==> src/rtl/div_unit_pkg.sv <==
// Shared types and constants for the multi-cycle 32/32 radix-2 restoring divider.
package div_unit_pkg;

  localparam int unsigned DATA_W   = 32;
  localparam int unsigned RESULT_W = 2 * DATA_W;
  localparam int unsigned SHIFT_W  = 2 * DATA_W + 1;
  localparam int unsigned CNT_W    = 6;

  typedef enum logic [1:0] {
    DIV_FREE   = 2'b00,
    DIV_BYZERO = 2'b01,
    DIV_ON     = 2'b10,
    DIV_END    = 2'b11
  } div_state_e;

  localparam logic DIV_RESULT_READY     = 1'b1;
  localparam logic DIV_RESULT_NOT_READY = 1'b0;
  localparam logic DIV_START            = 1'b1;
  localparam logic DIV_STOP             = 1'b0;

  localparam logic [CNT_W-1:0] DIV_CYCLES = 6'd32;

endpackage

==> src/rtl/div_unit_if.sv <==
// EX-side request/response bundle for div_unit.
// DIV_ZERO_FLAG_EN adds the div_zero_o response signal.
interface div_unit_if;
  import div_unit_pkg::*;

  logic                signed_div_i;
  logic [DATA_W-1:0]   opdata1_i;
  logic [DATA_W-1:0]   opdata2_i;
  logic                start_i;
  logic                annul_i;
  logic [RESULT_W-1:0] result_o;
  logic                ready_o;

`ifdef DIV_ZERO_FLAG_EN
  logic                div_zero_o;

  modport master (
    output signed_div_i, opdata1_i, opdata2_i, start_i, annul_i,
    input  result_o, ready_o, div_zero_o
  );

  modport slave (
    input  signed_div_i, opdata1_i, opdata2_i, start_i, annul_i,
    output result_o, ready_o, div_zero_o
  );
`else
  modport master (
    output signed_div_i, opdata1_i, opdata2_i, start_i, annul_i,
    input  result_o, ready_o
  );

  modport slave (
    input  signed_div_i, opdata1_i, opdata2_i, start_i, annul_i,
    output result_o, ready_o
  );
`endif

endinterface

==> src/rtl/div_unit_neg_abs.sv <==
// Conditional two's-complement negate, used for operand magnitudes and result sign fix.
module div_unit_neg_abs
  import div_unit_pkg::*;
(
  input  logic [DATA_W-1:0] value,
  input  logic              negate,
  output logic [DATA_W-1:0] result_c
);

  assign result_c = negate ? DATA_W'((~value) + DATA_W'(1)) : value;

endmodule

==> src/rtl/div_unit.sv <==
// Multi-cycle 32/32 radix-2 restoring divider for DIV/DIVU, result = {remainder, quotient}.
// Define DIV_ZERO_FLAG_EN to add the div_zero_o flag.
module div_unit
  import div_unit_pkg::*;
(
  input logic       clk,
  input logic       rst,
  div_unit_if.slave bus
);

  div_state_e           state;
  logic [CNT_W-1:0]     cnt;
  logic [SHIFT_W-1:0]   dividend;
  logic [DATA_W-1:0]    divisor;
  logic                 sgn;
  logic                 sign1;
  logic                 sign2;
  logic [RESULT_W-1:0]  result;
  logic                 ready;

  logic [DATA_W-1:0]    abs1_c;
  logic [DATA_W-1:0]    abs2_c;
  logic [DATA_W-1:0]    quot_c;
  logic [DATA_W-1:0]    rem_c;
  logic [DATA_W:0]      diff_c;
  logic                 go_c;

  // Magnitudes are taken from the live operands; they are only used in the FREE start cycle.
  div_unit_neg_abs u_abs1 (
    .value    (bus.opdata1_i),
    .negate   (bus.signed_div_i & bus.opdata1_i[DATA_W-1]),
    .result_c (abs1_c)
  );

  div_unit_neg_abs u_abs2 (
    .value    (bus.opdata2_i),
    .negate   (bus.signed_div_i & bus.opdata2_i[DATA_W-1]),
    .result_c (abs2_c)
  );

  div_unit_neg_abs u_quot (
    .value    (dividend[DATA_W-1:0]),
    .negate   (sgn & (sign1 ^ sign2)),
    .result_c (quot_c)
  );

  div_unit_neg_abs u_rem (
    .value    (dividend[SHIFT_W-1:DATA_W+1]),
    .negate   (sgn & sign1),
    .result_c (rem_c)
  );

  assign diff_c = {1'b0, dividend[2*DATA_W-1:DATA_W]} - {1'b0, divisor};
  assign go_c   = (bus.start_i == DIV_START) && !bus.annul_i;

  always_ff @(posedge clk) begin
    if (rst) begin
      state    <= DIV_FREE;
      cnt      <= '0;
      dividend <= '0;
      divisor  <= '0;
      sgn      <= 1'b0;
      sign1    <= 1'b0;
      sign2    <= 1'b0;
      result   <= '0;
      ready    <= DIV_RESULT_NOT_READY;
    end else if (bus.annul_i && state != DIV_FREE) begin
      state  <= DIV_FREE;
      cnt    <= '0;
      result <= '0;
      ready  <= DIV_RESULT_NOT_READY;
    end else begin
      case (state)
        DIV_FREE: begin
          if (go_c) begin
            if (bus.opdata2_i == '0) begin
              state <= DIV_BYZERO;
            end else begin
              dividend <= {{DATA_W{1'b0}}, abs1_c, 1'b0};
              divisor  <= abs2_c;
              sgn      <= bus.signed_div_i;
              sign1    <= bus.opdata1_i[DATA_W-1];
              sign2    <= bus.opdata2_i[DATA_W-1];
              cnt      <= '0;
              state    <= DIV_ON;
            end
          end
        end
        DIV_BYZERO: begin
          result <= '0;
          ready  <= DIV_RESULT_READY;
          state  <= DIV_END;
        end
        DIV_ON: begin
          if (cnt != DIV_CYCLES) begin
            // Restoring step: keep the partial remainder only when the subtract did not borrow.
            if (diff_c[DATA_W]) begin
              dividend <= {dividend[SHIFT_W-2:0], 1'b0};
            end else begin
              dividend <= {diff_c[DATA_W-1:0], dividend[DATA_W-1:0], 1'b1};
            end
            cnt <= cnt + CNT_W'(1);
          end else begin
            result <= {rem_c, quot_c};
            ready  <= DIV_RESULT_READY;
            state  <= DIV_END;
          end
        end
        DIV_END: begin
          if (bus.start_i == DIV_STOP) begin
            state  <= DIV_FREE;
            result <= '0;
            ready  <= DIV_RESULT_NOT_READY;
          end
        end
        default: state <= DIV_FREE;
      endcase
    end
  end

  assign bus.result_o = result;
  assign bus.ready_o  = ready;

`ifdef DIV_ZERO_FLAG_EN
  logic div_zero;

  // Raised alongside ready for a zero divisor, held until the result is released.
  always_ff @(posedge clk) begin
    if (rst) begin
      div_zero <= 1'b0;
    end else if (bus.annul_i) begin
      div_zero <= 1'b0;
    end else if (state == DIV_BYZERO) begin
      div_zero <= 1'b1;
    end else if (state == DIV_END && bus.start_i == DIV_STOP) begin
      div_zero <= 1'b0;
    end
  end

  assign bus.div_zero_o = div_zero;
`endif

endmodule

==> src/flat_wrapper.sv <==
// flat-port wrapper written by rule: the top's interface ports become plain ports
module div_unit_flat import div_unit_pkg::*;
  (clk, rst, bus_signed_div_i, bus_opdata1_i, bus_opdata2_i, bus_start_i, bus_annul_i, bus_result_o, bus_ready_o);
  div_unit_if bus_i ();
  input logic clk;
  input logic rst;
  input wire logic [$bits(bus_i.signed_div_i)-1:0] bus_signed_div_i;
  input wire logic [$bits(bus_i.opdata1_i)-1:0] bus_opdata1_i;
  input wire logic [$bits(bus_i.opdata2_i)-1:0] bus_opdata2_i;
  input wire logic [$bits(bus_i.start_i)-1:0] bus_start_i;
  input wire logic [$bits(bus_i.annul_i)-1:0] bus_annul_i;
  output wire logic [$bits(bus_i.result_o)-1:0] bus_result_o;
  output wire logic [$bits(bus_i.ready_o)-1:0] bus_ready_o;
  assign bus_i.signed_div_i = bus_signed_div_i;
  assign bus_i.opdata1_i = bus_opdata1_i;
  assign bus_i.opdata2_i = bus_opdata2_i;
  assign bus_i.start_i = bus_start_i;
  assign bus_i.annul_i = bus_annul_i;
  assign bus_result_o = bus_i.result_o;
  assign bus_ready_o = bus_i.ready_o;
  div_unit u_core (.clk(clk), .rst(rst), .bus(bus_i));
endmodule
==> config.mk <==
export PLATFORM = sky130hd
export DESIGN_NAME = div_unit_flat
export DESIGN_NICKNAME = d
export VERILOG_FILES = /design/src/rtl/div_unit_pkg.sv /design/src/rtl/div_unit_if.sv /design/src/rtl/div_unit_neg_abs.sv /design/src/rtl/div_unit.sv /design/src/flat_wrapper.sv
export SDC_FILE = /design/constraint.sdc
export NUM_CORES = 1
export LEC_CHECK = 0
export CORE_UTILIZATION = 57
export CTS_CLUSTER_SIZE = 8
export DETAILED_ROUTE_END_ITERATION = 7
export PLACE_DENSITY_LB_ADDON = 0.3
export SLEW_MARGIN = 25
export SYNTH_ARGS = -nofsm -noshare
export SYNTH_HDL_FRONTEND = slang
export SYNTH_SLANG_ARGS = --single-unit
==> constraint.sdc <==
create_clock -name clk -period 4.3 [get_ports clk]
set_input_delay 0.86 -clock clk [delete_from_list [all_inputs] [get_ports clk]]
set_output_delay 0.86 -clock clk [all_outputs]
set_load 0.01 [all_outputs]
# After elaboration in Yosys (flattened, before gate mapping)
# Index checks and enable logic that the tools add are counted.
dict set report word_totals {
  word_cells 73
  inputBits 69
  output_inout_bits 65
  regBits 173
}
dict set report op_classes {
  eq_ne 9
  n_mux 24
  bitwise 11
  reduce_logical 14
  add_sub_neg 6
}
# op count
set op_table {}
lappend op_table {{$mux W65} 4}
lappend op_table {{$pmux W64 S3} 1}
lappend op_table {{$pmux W65 S2} 1}
lappend op_table {{$add A32 B1 Y32 const B} 4}
lappend op_table {{$mux W32} 4}
lappend op_table {{$mux W64} 2}
lappend op_table {{$not A32 Y32} 4}
lappend op_table {{$sub A32 B32 Y33} 1}
lappend op_table {{$logic_not A32 Y1} 1}
lappend op_table {{$mux W6} 3}
lappend op_table {{$pmux W6 S2} 1}
lappend op_table {{$mux W2} 4}
lappend op_table {{$pmux W2 S4} 1}
lappend op_table {{$reduce_and A4 Y1} 2}
lappend op_table {{$add A6 B1 Y6 const B} 1}
lappend op_table {{$ne A2 B2 Y1 const B} 3}
lappend op_table {{$ne A6 B6 Y1 const B} 1}
lappend op_table {{$reduce_and A3 Y1} 2}
lappend op_table {{$reduce_and A5 Y1} 1}
lappend op_table {{$and A1 B1 Y1} 4}
lappend op_table {{$eq A2 B2 Y1 const B} 2}
lappend op_table {{$ne A2 B1 Y1 const B} 2}
lappend op_table {{$reduce_bool A2 Y1} 2}
lappend op_table {{$pmux W1 S3} 1}
lappend op_table {{other kinds (9)} 12}

# Logic depth before layout (Yosys ltp)
dict set report depth {
  word_depth 6
  ltp_mapped 13
  ltp_nobuf 11
}

# Modules after synthesis
# From an unflattened synthesis, not the netlist that was laid out.
dict set report unflattened {
  cells_unflattened 1445
  area_unflattened_um2 11785.1
}
# module seq_area_each_um2 cells_per_inst instances area_per_inst_um2
set modules_own_cells {}
lappend modules_own_cells {div_unit 3463.3 1049 1 8677.1}
lappend modules_own_cells {div_unit_neg_abs 0.0 99 4 777.0}

# Least setup slack after synthesis
# Ideal clock, no wire load.
dict set report synth_path {
  kind {input to register}
  startpoint {in bus_opdata2_i[13]}
  endpoint {reg u_core.dividend[63]}
  setup_ps 133
  n_path_buf 2
  path_stages 10
  required_time_ps 4167
  arrival_ps 3275
  slack_ps 892
  path_cell_list {or4_4 or4_1 buf_2 nor4_4 a31oi_4 and3_4 and2_4 buf_6 a222oi_1 o31ai_1}
}
dict set report synth_between {
  elab_chain_cells 3
}
# element line_no
set synth_rtl {}
lappend synth_rtl {{from (decl)} flat_wrapper.sv:9} ;# input wire logic [$bits(bus_i.opdata2_i)-1:0] bus_opdata2_i;
lappend synth_rtl {{$logic_not A32 Y1} div_unit.sv:76} ;# if (bus.opdata2_i == '0) begin
lappend synth_rtl {{$ne A2 B2 Y1 (no source line)} -}
lappend synth_rtl {{$reduce_and A5 Y1 (no source line)} -}
lappend synth_rtl {{to (signal assigned)} div_unit.sv:79} ;# dividend <= {{DATA_W{1'b0}}, abs1_c, 1'b0};
lappend synth_rtl {{to (signal assigned)} div_unit.sv:98} ;# dividend <= {dividend[SHIFT_W-2:0], 1'b0};
lappend synth_rtl {{to (signal assigned)} div_unit.sv:100} ;# dividend <= {diff_c[DATA_W-1:0], dividend[DATA_W-1:0], 1'b1};
lappend synth_rtl {{to (decl)} div_unit.sv:13} ;# logic [SHIFT_W-1:0] dividend;
# Every way passes these cells.
# A chain may end at the register's enable or synchronous reset.

# Final worst setup path
dict set report layout_path {
  startpoint {in bus_opdata2_i[13]}
  endpoint {reg u_core.dividend[62]}
}
# The elaborated chain is that of the path after synthesis.

==> flow_summary.yaml <==
synthesis:
  syn-instance-count: 1466
  ys_seq_area_share_pct: 31.6
  ys_ff_latch: 173
  synth_warnings: 0
  synth_nets: 1578
  syn_avg_cell_area_um2: 7.47
  postSynth.asyncResetShare_pct: 0
  synthDistinctLibCells: 62
  mappedNetlistArea_mm2: 0.0110
  synth-edff-count: 0
  synth_ff_type: "dfxtp_1"
  yosys-top-cells-area: "dfxtp_1, nand2_1, a21oi_1, xnor2_1, xor2_1"
  synthDominantCellAreaShare_pct: 31.6
  yosys.area.top_type: "dfxtp_1"
cts:
  post-cts-setup-buffers: 0
  cts_tree: "done"
  clkSinkCount: 173
  clk_latency_ns: 0.44
  cts_buffers: 17
  postCtsHoldBufs: 0
  clkSlewWorstSetupHoldPaths_ns: 0.08
  clockBufferDepth: 2
  root_buffer: "clkbuf_16"
  cts.repair.resized: 0
  htreeDepth: 4
sta:
  fin_skew_ns: 0.0140
  fin_crit_sh_pct: 85.8
  setup_viol: 0
  tightest_slew_ns: 0.964
  relSlewSlack_pct: 35.5
  rsz0062_at_grt: "false"
  fmax_mhz: 271
  tns_ns: 0
  period_needed_ns: 3.69
  slew_viol_final: 0
  finalHoldViolations: 0
routing:
  totalWireLength_um: 31100
  dr.pass1.iters: 8
  drc_errors: 4
  drtAntennaViolNets: 0
  drtIter0Drc: 884
  vias: 10900
  wire_per_inst_um: 17.2
  drt-vias-per-instance: 6.06
worst_setup_path:
  regToRegStartpoint: "u_core.dividend[33]"
  slowest_delay_ns: 0.59
  path_cells: "clkdlybuf4s50_1 > or4_4 > or4_1 > nor4_4 > buf_4 > a31oi_4 > and3_4 > nand2b_2 > o311ai_0 > a31o_2"
  critPathSlowestCell: "or4_4"
  required_ns: 4.62
  cp_top_family: "simple AND/OR/NAND/NOR gates"
  start_kind: "input port"
  crit_buf_inv: 2
  worst-r2r-cell-count: 10
  critPathMaxFanout: 14
  end_kind: "register"
  r2r_slack_ns: 0.95
  crit_arrival_ns: 4.01
  cp.depth: 10
  rr_endpoint: "u_core.dividend[63]"
  path_class: "input port to register"
hold_path:
  min_from: "u_core.bus.result_o[2]"
  hp-class: "register to register"
  hold_path_depth: 2
  min_to: "u_core.bus.result_o[2]"
placement:
  io_buffers: 133
  detailed_place.area_mm2: 0.0125
  gp_congestion: 0.953
  place_hpwl_um: 23300
global_route:
  track_usage_pct: 31.9
  grt_antenna_before_repair: 0
  grt_pass1_wl_um: 50100
  grt_max_degree: 87
  grt_overflow: 0
  grt_pass1_vias: 9843
final_layout:
  most-common-layout-cells: "nand2_1, dfxtp_1, nor2_1, a21oi_1, clkdlybuf4s50_1"
  drive_gt1_share_pct: 4.34
  multi_input_area_mm2: 0.00697
  n_antenna_cell: 0
  fin_nets: 1667
  area_delta_synth_final_pct: 19.5
  fillers: 1532
  regArea_mm2: 0.00346
  final_common_cell: "nand2_1"
  final_area_mm2: 0.0131
die:
  core_mm2: 0.0188
  fp.dieH_um: 141
  placementRows: 50
  dieArea_mm2: 0.0198
  start_util_pct: 58.4
  die_x_um: 141
  io_pins: 134
run_status:
  violations: "design-rule violations"
  outcome: "finished, violations left"
power_and_ir_drop:
  ir_drop_uv: 397
  powerDensity_mw_per_mm2: 461
  leakage_uw: 0.00493
job:
  drv_cap: 0
[logic make-up after synthesis]
| group | synth area share, % |
|---|---|
| muxes | 1.46 |
| adders and majority gates | 4.98 |
| AOI/OAI and AO/OA | 24.1 |
| DFF | 31.6 |
| and+or+nand+nor | 21.2 |
| xor gates and xnor gates | 11.5 |
| buffers and inverters | 5.13 |
[registers in the layout (all words and copies together) (netlist names)]
| signal | count |
|---|---|
| u_core.sign1 | 1 |
| u_core.sign2 | 1 |
| u_core.bus.result_o | 64 |
| u_core.dividend | 65 |
| u_core.bus.ready_o | 1 |
| u_core.cnt | 6 |
| u_core.sgn | 1 |
| u_core.state | 2 |
| u_core.divisor | 32 |
[cells in the mapped netlist (14+ instances only)]
| cell | n |
|---|---|
| a211oi_1 | 37 |
| a21oi_1 | 138 |
| a22oi_1 | 26 |
| a31oi_1 | 20 |
| clkbuf_1 | 74 |
| dfxtp_1 | 173 |
| ha_1 | 42 |
| inv_1 | 62 |
| mux2i_1 | 16 |
| nand2_1 | 187 |
| nand2b_1 | 16 |
| nand3_1 | 36 |
| nor2_1 | 156 |
| nor3_1 | 31 |
| nor4_1 | 19 |
| o21ai_0 | 122 |
| o31ai_1 | 20 |
| or3_1 | 14 |
| xnor2_1 | 72 |
| xor2_1 | 72 |
[routing by layer]
metal / share of wire (%) / track usage [%] / vias up
li1: - / - / 5361
met1: 46 / 44.8 / 5057
met2: 44 / 49.4 / 450
met3: 8.2 / 5.94 / 45
met4: 1.7 / 9.78 / 0
met5: 0 / 0 / -
[how the worst max path moves through the flow]
stage / startpoint / end / slack (ns)
finish: bus_opdata2_i[13] / u_core.dividend[62] / 0.61
CTS: bus_opdata2_i[13] / u_core.dividend[62] / 0.65
detailed placement: bus_opdata2_i[13] / u_core.dividend[62] / 0.21
floorplan: bus_opdata2_i[13] / u_core.dividend[63] / 0.89
global route: bus_opdata2_i[13] / u_core.dividend[62] / 0.50
global placement: bus_opdata2_i[13] / u_core.dividend[62] / 0.25
[power breakdown]
| group | switching [uW] | internal, uW | leakage, uW |
|---|---|---|---|
| logic | 1490 | 860 | 0.00323 |
| registers | 283 | 1810 | 0.00140 |
| clock network | 755 | 843 | 0.000296 |
| total | 2520 | 3510 | 0.00493 |
[worst reg2reg max path, delay by kind of cell, from the launching register on]
family | cells | cell delay (ns)
adder cells (fa/ha/maj) | 1 | 0.44
flip-flops | 1 | 0.45
buffers and inverters | 1 | 0.13
AO/OA/AOI/OAI | 6 | 1.90
AND/OR/NAND/NOR | 2 | 0.32
[through the flow]
stage          total power [uW]  hold WS (ns)  utilization, %  setup WS (ns)  std cells
2_1_floorplan              3700         0.446               -          0.892       1466
3_3_place_gp               4350         0.437            66.4          0.252       1770
3_5_place_dp               4390         0.444            66.4          0.213       1770
4_1_cts                    5980         0.455            69.8          0.651       1802
5_1_grt                    6380         0.467            69.8          0.497       1802
6_report                   6030         0.451            69.8          0.609       1802
[area by class of cell]
class                           instances  share of cell area, %
Clock buffer                           17                   3.25
Sequential cell                       173                   26.5
Timing Repair Buffer                  153                   11.6
Multi-Input combinational cell       1148                   53.2
Inverter                               62                   1.78
Tap cell                              234                   2.24
Clock inverter                         15                   1.51
No activity file was read; power rests on OpenSTA's default activity.
